`src/rtl/clock_pkg.sv`:
```
// Shared types and constants for the SPI time/date receiver.
// Frame layout: header, hour, minute, second, month, day, year (MSB first).
package clock_pkg;

  localparam int FRAME_BITS = 40;
  localparam logic [7:0] HEADER = 8'hA5;

  localparam int HOUR_W = 5;
  localparam int MIN_W  = 6;
  localparam int SEC_W  = 6;
  localparam int MON_W  = 4;
  localparam int DAY_W  = 5;
  localparam int YEAR_W = 6;

  localparam int MAX_HOUR = 23;
  localparam int MAX_MIN  = 59;
  localparam int MAX_SEC  = 59;
  localparam int MAX_MON  = 12;
  localparam int MAX_DAY  = 31;

  typedef struct packed {
    logic [HOUR_W-1:0] hour;
    logic [MIN_W-1:0]  minute;
    logic [SEC_W-1:0]  second;
    logic [MON_W-1:0]  month;
    logic [DAY_W-1:0]  day;
    logic [YEAR_W-1:0] year;
  } time_fields_t;

  typedef enum logic [1:0] {
    IDLE,
    SHIFT,
    DRAIN
  } spi_state_t;

  localparam time_fields_t RESET_FIELDS = '{
    hour:   '0,
    minute: '0,
    second: '0,
    month:  MON_W'(1),
    day:    DAY_W'(1),
    year:   '0
  };

endpackage

```
`src/rtl/sync_edge.sv`:
```
// N-flop synchronizer with rise/fall pulses derived from flopped values.
// Ports: clk, reset, d (async in), q (synced), rise, fall (1-cycle pulses).
module sync_edge #(
  parameter int STAGES = 2
) (
  input  logic clk,
  input  logic reset,
  input  logic d,
  output logic q,
  output logic rise,
  output logic fall
);

  logic [STAGES-1:0] chain;
  logic              prev;

  always_ff @(posedge clk or posedge reset) begin
    if (reset) begin
      chain <= '0;
      prev  <= 1'b0;
    end else begin
      chain <= {chain[STAGES-2:0], d};
      prev  <= chain[STAGES-1];
    end
  end

  assign q = chain[STAGES-1];
  // Pulses decode two flops directly so the FSM can act on the same
  // cycle the synced level changes; this keeps commit latency at STAGES+1.
  assign rise = q & ~prev;
  assign fall = ~q & prev;

endmodule

```
`src/rtl/spi_time_receiver.sv`:
```
// Oversampling SPI receiver for time/date frames; commits validated frames atomically.
// Ports: clk, reset, sclk/sdi/ss_b (async SPI), time fields, time_valid, frame_stb, frame_err.
module spi_time_receiver
  import clock_pkg::*;
#(
  parameter int         CLK_SYNC_STAGES = 2,
  parameter int         FRAME_BITS      = clock_pkg::FRAME_BITS,
  parameter logic [7:0] HEADER          = clock_pkg::HEADER
) (
  input  logic              clk,
  input  logic              reset,
  input  logic              sclk,
  input  logic              sdi,
  input  logic              ss_b,
  output logic [HOUR_W-1:0] hour,
  output logic [MIN_W-1:0]  minute,
  output logic [SEC_W-1:0]  second,
  output logic [MON_W-1:0]  month,
  output logic [DAY_W-1:0]  day,
  output logic [YEAR_W-1:0] year,
  output logic              time_valid,
  output logic              frame_stb,
  output logic              frame_err
);

  logic sclk_rise;
  logic sclk_q_unused;
  logic sclk_fall_unused;
  logic sdi_s;
  logic sdi_rise_unused;
  logic sdi_fall_unused;
  logic ss_rise;
  logic ss_fall;
  logic ss_q_unused;

  sync_edge #(.STAGES(CLK_SYNC_STAGES)) u_sclk (
    .clk  (clk),
    .reset(reset),
    .d    (sclk),
    .q    (sclk_q_unused),
    .rise (sclk_rise),
    .fall (sclk_fall_unused)
  );

  sync_edge #(.STAGES(CLK_SYNC_STAGES)) u_sdi (
    .clk  (clk),
    .reset(reset),
    .d    (sdi),
    .q    (sdi_s),
    .rise (sdi_rise_unused),
    .fall (sdi_fall_unused)
  );

  // ss_b sync flops reset low: a reset taken mid-frame then sees no
  // fall until the PIC releases and re-asserts select.
  sync_edge #(.STAGES(CLK_SYNC_STAGES)) u_ss (
    .clk  (clk),
    .reset(reset),
    .d    (ss_b),
    .q    (ss_q_unused),
    .rise (ss_rise),
    .fall (ss_fall)
  );

  spi_state_t              state;
  logic [5:0]              cnt;
  logic [FRAME_BITS-1:0]   sr;
  time_fields_t            fields;
  time_fields_t            rx;
  logic [7:0]              rx_hdr;
  logic                    frame_ok;

  assign rx_hdr = sr[39:32];
  assign rx     = sr[31:0];

  always_comb begin
    frame_ok = (cnt == 6'(FRAME_BITS))
             && (rx_hdr == HEADER)
             && (rx.hour <= HOUR_W'(MAX_HOUR))
             && (rx.minute <= MIN_W'(MAX_MIN))
             && (rx.second <= SEC_W'(MAX_SEC))
             && (rx.month != '0)
             && (rx.month <= MON_W'(MAX_MON))
             && (rx.day != '0)
             && ({1'b0, rx.day} <= 6'(MAX_DAY));
  end

  always_ff @(posedge clk or posedge reset) begin
    if (reset) begin
      state      <= IDLE;
      cnt        <= '0;
      sr         <= '0;
      fields     <= RESET_FIELDS;
      time_valid <= 1'b0;
      frame_stb  <= 1'b0;
      frame_err  <= 1'b0;
    end else begin
      frame_stb <= 1'b0;
      frame_err <= 1'b0;
      unique case (state)
        IDLE: begin
          if (ss_fall) begin
            cnt   <= '0;
            sr    <= '0;
            state <= SHIFT;
          end
        end
        SHIFT: begin
          if (ss_rise) begin
            if (frame_ok) begin
              fields     <= rx;
              time_valid <= 1'b1;
              frame_stb  <= 1'b1;
            end else begin
              frame_err  <= 1'b1;
            end
            state <= IDLE;
          end else if (sclk_rise) begin
            sr  <= {sr[FRAME_BITS-2:0], sdi_s};
            cnt <= cnt + 6'd1;
            // Bit FRAME_BITS+1 is an overrun; count parks there.
            if (cnt == 6'(FRAME_BITS)) state <= DRAIN;
          end
        end
        DRAIN: begin
          if (ss_rise) begin
            frame_err <= 1'b1;
            state     <= IDLE;
          end
        end
        default: state <= IDLE;
      endcase
    end
  end

  assign hour   = fields.hour;
  assign minute = fields.minute;
  assign second = fields.second;
  assign month  = fields.month;
  assign day    = fields.day;
  assign year   = fields.year;

endmodule

```
`config.mk`:
```
export PLATFORM = sky130hd
export DESIGN_NAME = spi_time_receiver
export DESIGN_NICKNAME = d
export VERILOG_FILES = /design/src/rtl/clock_pkg.sv /design/src/rtl/sync_edge.sv /design/src/rtl/spi_time_receiver.sv
export SDC_FILE = /design/constraint.sdc
export NUM_CORES = 1
export LEC_CHECK = 0
export ABC_CLOCK_PERIOD_IN_PS = 2700
export BUFFER_PORTS_ARGS = -buffer_cell sky130_fd_sc_hd__buf_2
export CORE_MARGIN = 4
export CORE_UTILIZATION = 56
export CTS_BUF_LIST = sky130_fd_sc_hd__clkbuf_8
export DETAILED_ROUTE_END_ITERATION = 8
export GPL_TIMING_DRIVEN = 0
export PLACE_DENSITY = 0.73
export SETUP_SLACK_MARGIN = 0.2
export SLEW_MARGIN = 30
export SYNTH_ARGS = -nofsm -noshare
export SYNTH_HDL_FRONTEND = slang
export SYNTH_SLANG_ARGS = --single-unit
```
`constraint.sdc`:
```
create_clock -name clk -period 2.7 [get_ports clk]
set_clock_uncertainty 0.05 [all_clocks]
set_input_delay 0 -clock clk [delete_from_list [all_inputs] [get_ports clk]]
set_output_delay 0 -clock clk [all_outputs]
set_load 0.02 [all_outputs]
```
==> impl_metrics.csv <==
group,metric,value,unit
routing,ant_nets,0,
sta,grt_setup_unrepaired,"no",
critical_path,startpoint_type,"flip-flop",
cells_and_area,nets,397,
cts,tritoncts,"done",
routing,top_layer,"met4",
cells_and_area,drive_gt1_frac,0.286,
cts,clk_pin_slew,0.09,ns
synthesis,syn_avg_cell_area,12.3,sq um
critical_path,path_class,"reg2reg",
sta,setup_violations,0,
sta,min_period_over_period,0.861,
routing,drtPass1Iterations,4,
routing,wl,7050,um
hold_path,hold_path_class,"in2async",
synthesis,synth_top_area_share,0.551,
routing,vias,2575,
critical_path,cp.required,2.89,ns
synthesis,ys_dominant_reg_cell,"dfrtp_1",
critical_path,arrival,2.51,ns
die,fp.dieW,93.0,um
synthesis,yosysWarnings,0,
power,vdd_ir_drop_max,0.311,mV
cells_and_area,area_growth,16.0,%
cells_and_area,antenna_cells,0,
sta,slew-limit-headroom,0.675,
placement,dp_hpwl,4870,um
synthesis,synthTopCellsByArea,"dfrtp_1, mux2_4, mux2i_1",
sta,worst_pin_slew,0.487,ns
global_route,grt_overflow,0,
routing,via_per_inst,5.28,
synthesis,synth.most_common_cell,"dfrtp_1",
die,core.rowCount,30,
global_route,grt_pass1_vias,2641,
routing,drt-initial-drc-count,140,
synthesis,ys_seq_area_frac,0.564,
synthesis,async_flop_share,1.00,
routing,drt-met1-wl,3240,um
synthesis,ys_ff_latch,91,
die,dieArea,8650,sq um
synthesis,yosys.area.top_type,"dfrtp_1",
global_route,grt_max_degree,48,
cells_and_area,final_area,4690,sq um
synthesis,synthCells,329,
critical_path,critPathMaxFanout,10,
placement,port_buffers,39,
global_route,antenna_found_initial,0,
routing,wl_met2,3430,um
die,core_area,6910,sq um
cts,cts_buffer_depth,2,
status,outcome,"finished, final reports clean",
placement,place_area,4390,sq um
power,power,3.07,mW
synthesis,ys_top_cells_by_count,"dfrtp_1, inv_1, nand2_1, mux2i_1, mux2_4",
synthesis,synth-edff-count,0,
cells_and_area,instances_no_fill,488,
run,maxCapViolations,0,
sta,period_minus_slack,2.32,ns
cts,clk_latency,0.35,ns
cts,h-tree-depth,3,
routing,drc,0,
sta,setup_tns,0,ns
placement,place.gp.congestion,0.812,
sta,max_freq,430,MHz
power,leakage,2.18,nW
critical_path,rr_worst_depth,9,
power,p_per_area,654,nW/um^2
synthesis,ys_types,37,
placement,place_ws,0.240,ns
sta,timing.final.max_slew_violations,0,
placement,dp.cells,465,
global_route,grtUsageTotal,0.181,
critical_path,rr_endpoint,"year[1]",
sta,timing.final.ws_setup,0.377,ns
synthesis,syn_area,4050,sq um
sta,whs,0.148,ns
critical_path,timing.rr.start,"state[1]",
critical_path,worstSetupEndpointType,"flip-flop",
critical_path,r2r_slack,0.38,ns
die,die_h,93.0,um
synthesis,syn_nets,339,
routing,met3_length,241,um
cts,numCtsBuffers,9,
cts,cts_sinks,91,
sta,hold_viol_final,0,
global_route,grt_first_pass_wirelength,12400,um
cts,root_buffer,"clkbuf_8",
die,start_util,0.586,
cells_and_area,fin_util,0.679,
routing,wl_per_cell,14.4,um
die,io_pins,40,
flip-flops by register name, summed over array words and instances, names as in the netlist:
name and flops:
u_ss.chain 2, minute 6, hour 5, year 6
frame_err 1, cnt 6, month 4, frame_stb 1
time_valid 1, second 6, u_sclk.prev 1, state 2
sr 40, day 5, u_sclk.chain 2, u_ss.prev 1
u_sdi.chain 2
area by class of cell:
class | instances | area (sq um)
Fill cell | 556 | 2220
Inverter | 44 | 170
Buffer | 16 | 106
Sequential cell | 91 | 2280
Clock buffer | 11 | 151
Tap cell | 96 | 120
Timing Repair Buffer | 47 | 285
Clock inverter | 5 | 83.8
Multi-Input combinational cell | 178 | 1490
what timing repair did:
| item | CTS | global route |
|---|---|---|
| setup endpoints to repair | 0 | 29 |
| hold buffers | 4 | 0 |
| resized for setup | 0 | 0 |
| hold endpoints to repair | 92 | 0 |
| setup buffers | 0 | 3 |
report_power, final:
| part | switching [mW] | internal [mW] | total (mW) |
|---|---|---|---|
| combinational | 0.347 | 0.201 | 0.548 |
| sequential | 0.0441 | 1.42 | 1.46 |
| clock | 0.485 | 0.575 | 1.06 |
| total | 0.876 | 2.19 | 3.07 |
layout by cell type, fill, tap and decap left out, types with 3 or more instances in the layout:
master,instances
a21oi_1,4
buf_2,40
buf_4,3
buf_6,6
clkbuf_1,9
clkbuf_8,11
dfrtp_1,89
dlygate4sd3_1,4
ha_1,5
inv_1,43
mux2_2,4
mux2_4,29
mux2i_1,34
nand2_1,42
nand2b_1,3
nand4_1,4
o211ai_1,11
o21ai_0,11
or4_1,3
worst max-delay path, cell delays in order, from the launching register on:
cell     delay (ns)
dfrtp_1        0.39
inv_1          0.10
ha_1           0.14
buf_2          0.21
and3b_1        0.21
nand4_1        0.15
nor4_4         0.27
buf_4          0.19
buf_6          0.19
mux2_4         0.31
worst max path at each step:
| stage | startpoint | to | slack, ns | depth (start not counted) |
|---|---|---|---|---|
| floorplan | reset | cnt[0] | 0.29 | 1 |
| global route | state[1] | year[1] | 0.24 | 9 |
| detailed placement | state[1] | day[1] | 0.24 | 8 |
| CTS | state[1] | year[1] | 0.20 | 8 |
| finish | state[1] | year[1] | 0.38 | 9 |
| global placement | reset | u_ss.prev | -0.69 | 2 |
per-layer routing:
metal | vias up | GRT usage
met2 | 48 | 0.293
met1 | 1297 | 0.241
met3 | 11 | 0.0298
li1 | 1219 | -
met5 | - | 0
met4 | 0 | 0.0781
cell families after synthesis:
group | share of synthesized area
adders and majority gates | 0.0155
DFF | 0.564
and+or+nand+nor | 0.0987
muxes | 0.203
buffers and inverters | 0.0671
AOI/OAI and AO/OA | 0.0523
(Power assumes the default switching activity.)
